===== config.mk =====
export PLATFORM = sky130hd
export DESIGN_NAME = mul_hilo_unit
export DESIGN_NICKNAME = d
export VERILOG_FILES = /design/src/rtl/mul_hilo_unit.sv
export SDC_FILE = /design/constraint.sdc
export NUM_CORES = 1
export LEC_CHECK = 0
export ABC_AREA = 1
export CELL_PAD_IN_SITES_DETAIL_PLACEMENT = 2
export CELL_PAD_IN_SITES_GLOBAL_PLACEMENT = 2
export CORE_MARGIN = 5
export CORE_UTILIZATION = 32
export CTS_CLUSTER_DIAMETER = 100
export DETAILED_ROUTE_END_ITERATION = 8
export GPL_ROUTABILITY_DRIVEN = 0
export GPL_TIMING_DRIVEN = 0
export PLACE_DENSITY_LB_ADDON = 0.1
export RECOVER_POWER = 25
export SETUP_SLACK_MARGIN = 0.05
export SLEW_MARGIN = 40
export SYNTH_ARGS = -nofsm -noshare
export SYNTH_HDL_FRONTEND = slang
export SYNTH_SLANG_ARGS = --single-unit

===== constraint.sdc =====
create_clock -name clk -period 6.37 [get_ports clk]
set_input_delay 0.637 -clock clk [delete_from_list [all_inputs] [get_ports clk]]
set_output_delay 0.637 -clock clk [all_outputs]
set_load 0.1 [all_outputs]

===== src/rtl/mul_hilo_unit.sv =====
// mul_hilo_unit: multi-cycle unsigned shift-add multiplier with the HI/LO
// register pair. A multiply takes WIDTH RUN cycles plus one DONE cycle; HI/LO
// change only when a product completes. mfhi/mflo reads are served
// combinationally from the registered HI/LO, and stall tells the requester to
// hold its inputs while the unit cannot serve the request.
module mul_hilo_unit #(
  parameter int         WIDTH  = 32,
  parameter logic [2:0] OP_MUL = 3'b100
) (
  input  logic             clk,
  input  logic             rst,
  input  logic             op_valid,
  input  logic [2:0]       alu_op,
  input  logic [1:0]       sel,
  input  logic [WIDTH-1:0] a,
  input  logic [WIDTH-1:0] b,
  output logic             busy,
  output logic             done,
  output logic             stall,
  output logic [WIDTH-1:0] hi,
  output logic [WIDTH-1:0] lo,
  output logic [WIDTH-1:0] rd_data
);

  localparam int            CW       = (WIDTH > 1) ? $clog2(WIDTH) : 1;
  localparam logic [CW-1:0] CNT_LAST = CW'(WIDTH - 1);
  localparam logic [CW-1:0] CNT_ONE  = CW'(1);

  localparam logic [1:0] S_IDLE = 2'b00;
  localparam logic [1:0] S_RUN  = 2'b01;
  localparam logic [1:0] S_DONE = 2'b10;

  localparam logic [1:0] SEL_HI = 2'b01;
  localparam logic [1:0] SEL_LO = 2'b10;

  logic [1:0]         state_q,  state_d;
  logic [2*WIDTH-1:0] mcand_q,  mcand_d;
  logic [2*WIDTH-1:0] acc_q,    acc_d;
  logic [WIDTH-1:0]   mplier_q, mplier_d;
  logic [WIDTH-1:0]   hi_q,     hi_d;
  logic [WIDTH-1:0]   lo_q,     lo_d;
  logic [CW-1:0]      cnt_q,    cnt_d;

  logic               mul_req_s;
  logic               rd_req_s;
  logic [2*WIDTH-1:0] acc_sum_s;

  assign mul_req_s = op_valid & (alu_op == OP_MUL);
  assign rd_req_s  = op_valid & ((sel == SEL_HI) | (sel == SEL_LO));

  // Conditional add of the shifted multiplicand for the current multiplier bit
  // (wraps modulo 2^(2*WIDTH)).
  assign acc_sum_s = acc_q + (mplier_q[0] ? mcand_q : {(2*WIDTH){1'b0}});

  // Next-state logic: FSM sequencing and the shift-add datapath.
  always_comb begin
    state_d  = state_q;
    mcand_d  = mcand_q;
    acc_d    = acc_q;
    mplier_d = mplier_q;
    hi_d     = hi_q;
    lo_d     = lo_q;
    cnt_d    = cnt_q;
    case (state_q)
      S_IDLE: begin
        if (mul_req_s) begin
          mcand_d  = {{WIDTH{1'b0}}, a};
          mplier_d = b;
          acc_d    = {(2*WIDTH){1'b0}};
          cnt_d    = {CW{1'b0}};
          state_d  = S_RUN;
        end else begin
          state_d  = S_IDLE;
        end
      end
      S_RUN: begin
        acc_d    = acc_sum_s;
        mcand_d  = mcand_q << 1;
        mplier_d = mplier_q >> 1;
        cnt_d    = cnt_q + CNT_ONE;
        if (cnt_q == CNT_LAST) begin
          // Last step: commit the product including this cycle's add.
          hi_d    = acc_sum_s[2*WIDTH-1:WIDTH];
          lo_d    = acc_sum_s[WIDTH-1:0];
          state_d = S_DONE;
        end else begin
          state_d = S_RUN;
        end
      end
      S_DONE: begin
        state_d = S_IDLE;
      end
      default: begin
        state_d = S_IDLE;
      end
    endcase
  end

  // State registers with synchronous reset; reset aborts any product in flight.
  always_ff @(posedge clk) begin
    if (rst) begin
      state_q  <= S_IDLE;
      mcand_q  <= {(2*WIDTH){1'b0}};
      acc_q    <= {(2*WIDTH){1'b0}};
      mplier_q <= {WIDTH{1'b0}};
      hi_q     <= {WIDTH{1'b0}};
      lo_q     <= {WIDTH{1'b0}};
      cnt_q    <= {CW{1'b0}};
    end else begin
      state_q  <= state_d;
      mcand_q  <= mcand_d;
      acc_q    <= acc_d;
      mplier_q <= mplier_d;
      hi_q     <= hi_d;
      lo_q     <= lo_d;
      cnt_q    <= cnt_d;
    end
  end

  assign busy  = (state_q == S_RUN);
  assign done  = (state_q == S_DONE);
  assign hi    = hi_q;
  assign lo    = lo_q;
  // Reads wait out a product in flight; a new mul waits for the next IDLE.
  assign stall = ((state_q == S_RUN) & (mul_req_s | rd_req_s)) |
                 ((state_q == S_DONE) & mul_req_s);

  // mfhi/mflo read mux from the registered HI/LO.
  always_comb begin
    rd_data = {WIDTH{1'b0}};
    case (sel)
      SEL_HI:  rd_data = hi_q;
      SEL_LO:  rd_data = lo_q;
      default: rd_data = {WIDTH{1'b0}};
    endcase
  end

endmodule


==> summary.md <==
| Metric | Value |
|---|---|
| TritonCTS Buffers | `30` |
| Maxcap violations | `1` |
| Worst-skew pair later-pin latency | `0.62 ns` |
| Final Routed Wirelength | `79400 um` |
| Crit-path cells | `clkbuf_2 > clkbuf_1 > nand2_1 > inv_1 > ha_1 > inv_1 > fa_1 > nand3b_1 > nand3_1 > nand3_1 > nand2_1 > xor2_1 > nand2_1 > a21oi_1` |
| # rows | `81` |
| H-tree Lvls | `1` |
| Port Buffers | `around 170` |
| Yosys reg bits | `231` |
| Number of global-route vias before repair | `~20000` |
| Commonest cells after routing, fill and taps aside | `1201 x nand2_1, 460 x inv_1, 231 x dfxtp_1, 201 x a21oi_1, 161 x nor2_1` |
| DR vias | `approximately 18000` |
| Commonest non-fill, non-tap cell in the layout | `nand2_1` |
| Final net count | `between 3000 and 4000` |
| WS Path Type | `register to register` |
| Drt initial violations | `781` |
| Clock Tree Buf Depth | `3` |
| CTS tree | `done` |
| Worst IR drop on VDD | `0.000213 V` |
| # DRC | `0` |
| CP max stage delay | `slightly above 0.6 ns` |
| Final hold violations | `0` |
| Pre-Repair DR Iteration Count | `5` |
| Routed Antenna Nets | `0` |
| Largest net degree at the start of global routing | `18` |
| Top_reg_cell synth | `dfxtp_1` |
| Global-route wire length before repair | `between 100000 and 150000 um` |
| Initial cell density of the core | `32.2%` |
| Crit-path slowest cell | `clkbuf_1` |
| Status | `complete, but fails checks` |
| Die height | `231 um` |
| WP data required | `6.90 ns` |
| Worst setup SP type | `register` |
| WP data arrival | `4.96 ns` |
| Number of synthesized flops with an enable pin | `0` |
| Unrepaired setup endpoints after global routing | `no` |
| Pwr dens | `approximately 180 mW/mm^2` |
| Die area | `0.0536 sq mm` |
| Clock root buffer | `clkbuf_16` |
| Final Critical Period | `4.42 ns` |
| Clock Skew | `0.0368 ns` |
| Cell count along the critical path | `14` |
| GRT overflow | `0` |
| Distinct cells, synth | `41` |
| Hold path depth | `2` |
| Max_slew headroom | `-3.92%` |
| Total Routing Usage GR | `between 20% and 30%` |
| Via/cell ratio | `5.02` |
| Core Footprint | `around 0.05 sq mm` |
| Failing checks | `max-capacitance violations, max-slew violations` |
| Average wire per standard cell | `22.0 um` |
| Die W | `231 um` |
| Slew Limit Fails | `9` |
| Setup bufs post-CTS | `0` |
| Buf+Inv Stages, Crit Path | `4` |
| Layout area overhead | `18.5%` |
| Share of layout cells above drive strength 1 | `5.98%` |
| Clk slew on worst S/H paths | `around 0.06 ns` |
| Fin Setup TNS | `0 ns` |
| Mapped Cells | `2724` |
| Yosys warns | `0` |
| I/O Pins | `171` |
| Synth Area per Inst | `5.76 sq um` |
| Synthesized area | `0.0157 sq mm` |
| Most frequent CP cell | `nand2_1` |
| Highest Clock Rate | `0.226 GHz` |
| Worst path top cell family by delay | `buffers and inverters` |
| Initial antenna violation count | `0` |
| Critical Path End Type | `register` |
| Period utilization | `69.4%` |
| Leak | `9.27 nW` |
| Synthesized Nets | `2864` |
| CTS resizes | `0` |
| Setup violations, final | `0` |
| Worst Hold Class | `register to register` |
| Top fanout value on the critical path | `10` |
| Seq/Total Area, Yosys | `29.5%` |
| Layout Utilization | `38.2%` |
| Worst-Margin Slew | `1.55 ns` |
| Filler instances | `roughly 6300` |
| FFs w/ async S/R, synth | `0%` |
| Count of hold buffers inserted by post-cts repair | `0` |
| DPL Wire Length | `65400 um` |
| Clock Sinks | `231` |
| Reg2reg path depth | `14` |
registers in the layout (all words and copies together) (netlist names):
| register | cells |
|---|---|
| hi | 32 |
| state_q | 2 |
| acc_q | 64 |
| cnt_q | 5 |
| mcand_q | 64 |
| lo | 32 |
| mplier_q | 32 |
synthesized netlist by cell type (4+ instances only):
| master | instances | area, sq um |
|---|---|---|
| clkbuf_1 | 60 | 225 |
| dfxtp_1 | 231 | 4620 |
| buf_2 | 18 | 90.1 |
| nand3b_1 | 8 | 60.1 |
| inv_2 | 4 | 15.0 |
| xnor2_1 | 4 | 35.0 |
| nor3_1 | 15 | 75.1 |
| nand3b_2 | 5 | 56.3 |
| o21ai_0 | 27 | 135 |
| nor2_1 | 159 | 597 |
| o21a_1 | 6 | 45.0 |
| nor2_2 | 14 | 87.6 |
| nand2_1 | 1201 | 4510 |
| buf_4 | 11 | 82.6 |
| or2_2 | 13 | 81.3 |
| ha_1 | 67 | 838 |
| a31oi_1 | 62 | 388 |
| inv_1 | 460 | 1730 |
| a21o_1 | 7 | 52.6 |
| nor3b_2 | 5 | 62.6 |
| buf_1 | 4 | 15.0 |
| a21oi_1 | 201 | 1010 |
| nor3_2 | 7 | 70.1 |
| nand3_1 | 94 | 470 |
| xor2_1 | 7 | 61.3 |
| nand2_2 | 14 | 87.6 |
layout make-up:
class	count	area (sq um)	share of cell area [%]
sequential	231	4620	24.9
antenna	1	2.50	0.0135
buffer	96	439	2.36
multi-input combinational	1932	8850	47.6
timing repair buffer	169	1120	6.00
inverter	465	1750	9.39
clock inverter	11	138	0.740
clock buffer	40	848	4.56
tap	664	831	4.47
layer usage:
| metal | GRT usage (%) | vias up | share of wire, % |
|---|---|---|---|
| met3 | 4.52 | 134 | 4.8 |
| li1 | - | 8673 | - |
| met4 | 10.9 | 0 | 4.4 |
| met5 | 0 | - | 0 |
| met2 | 50.1 | 349 | 47 |
| met1 | 36.2 | 8956 | 44 |
path summary, 6_finish.rpt:
| check | from | end | slack (ns) |
|---|---|---|---|
| setup reg to reg | mplier_q[0]$_SDFFE_PP0P_ | lo[26]$_SDFFE_PP0P_ | 1.95 |
| hold / removal | mcand_q[63]$_SDFFE_PP0P_ | mcand_q[63]$_SDFFE_PP0P_ | 0.47 |
| setup / recovery | mplier_q[0]$_SDFFE_PP0P_ | lo[26]$_SDFFE_PP0P_ | 1.95 |
| hold reg to reg | mcand_q[63]$_SDFFE_PP0P_ | mcand_q[63]$_SDFFE_PP0P_ | 0.47 |
where the power goes:
group	total, mW	leakage, nW	internal, mW	switching [mW]
clock	1.73	0.490	1.01	0.721
combinational	0.200	6.91	0.0646	0.135
sequential	1.47	1.86	1.46	0.00983
logic make-up (layout without fill, tap and decap cells):
logic type | count (synthesis) | after routing | share of synthesized area, %
and+or+nand+nor | 1544 | 1544 | 39.7
buffers and inverters | 561 | 781 | 14.0
AOI/OAI and AO/OA | 308 | 308 | 10.6
DFF | 231 | 231 | 29.5
adders and majority gates | 68 | 68 | 5.47
xor gates and xnor gates | 12 | 12 | 0.718
other | 0 | 1 | 0
worst min-delay path: stages (launching register included):
cell	delay, ns
dfxtp_1	0.31
nand2_1	0.06
a21oi_1	0.05
metrics by stage:
step                      power [mW]  hold slack [ns]  cells  cell area, sq um  setup WS [ns]
after global placement          1.69            0.448   3557             18200           1.61
after CTS                       3.44            0.470   3608             18700           1.99
after detailed placement        1.70            0.461   3557             17700           2.07
after global routing            3.50            0.500   3608             18600           1.68
final                           3.40            0.469   3609             18600           1.95
after floorplan                 1.58            0.439   2724             15700           2.98
Power figures use the tool's default switching activity.
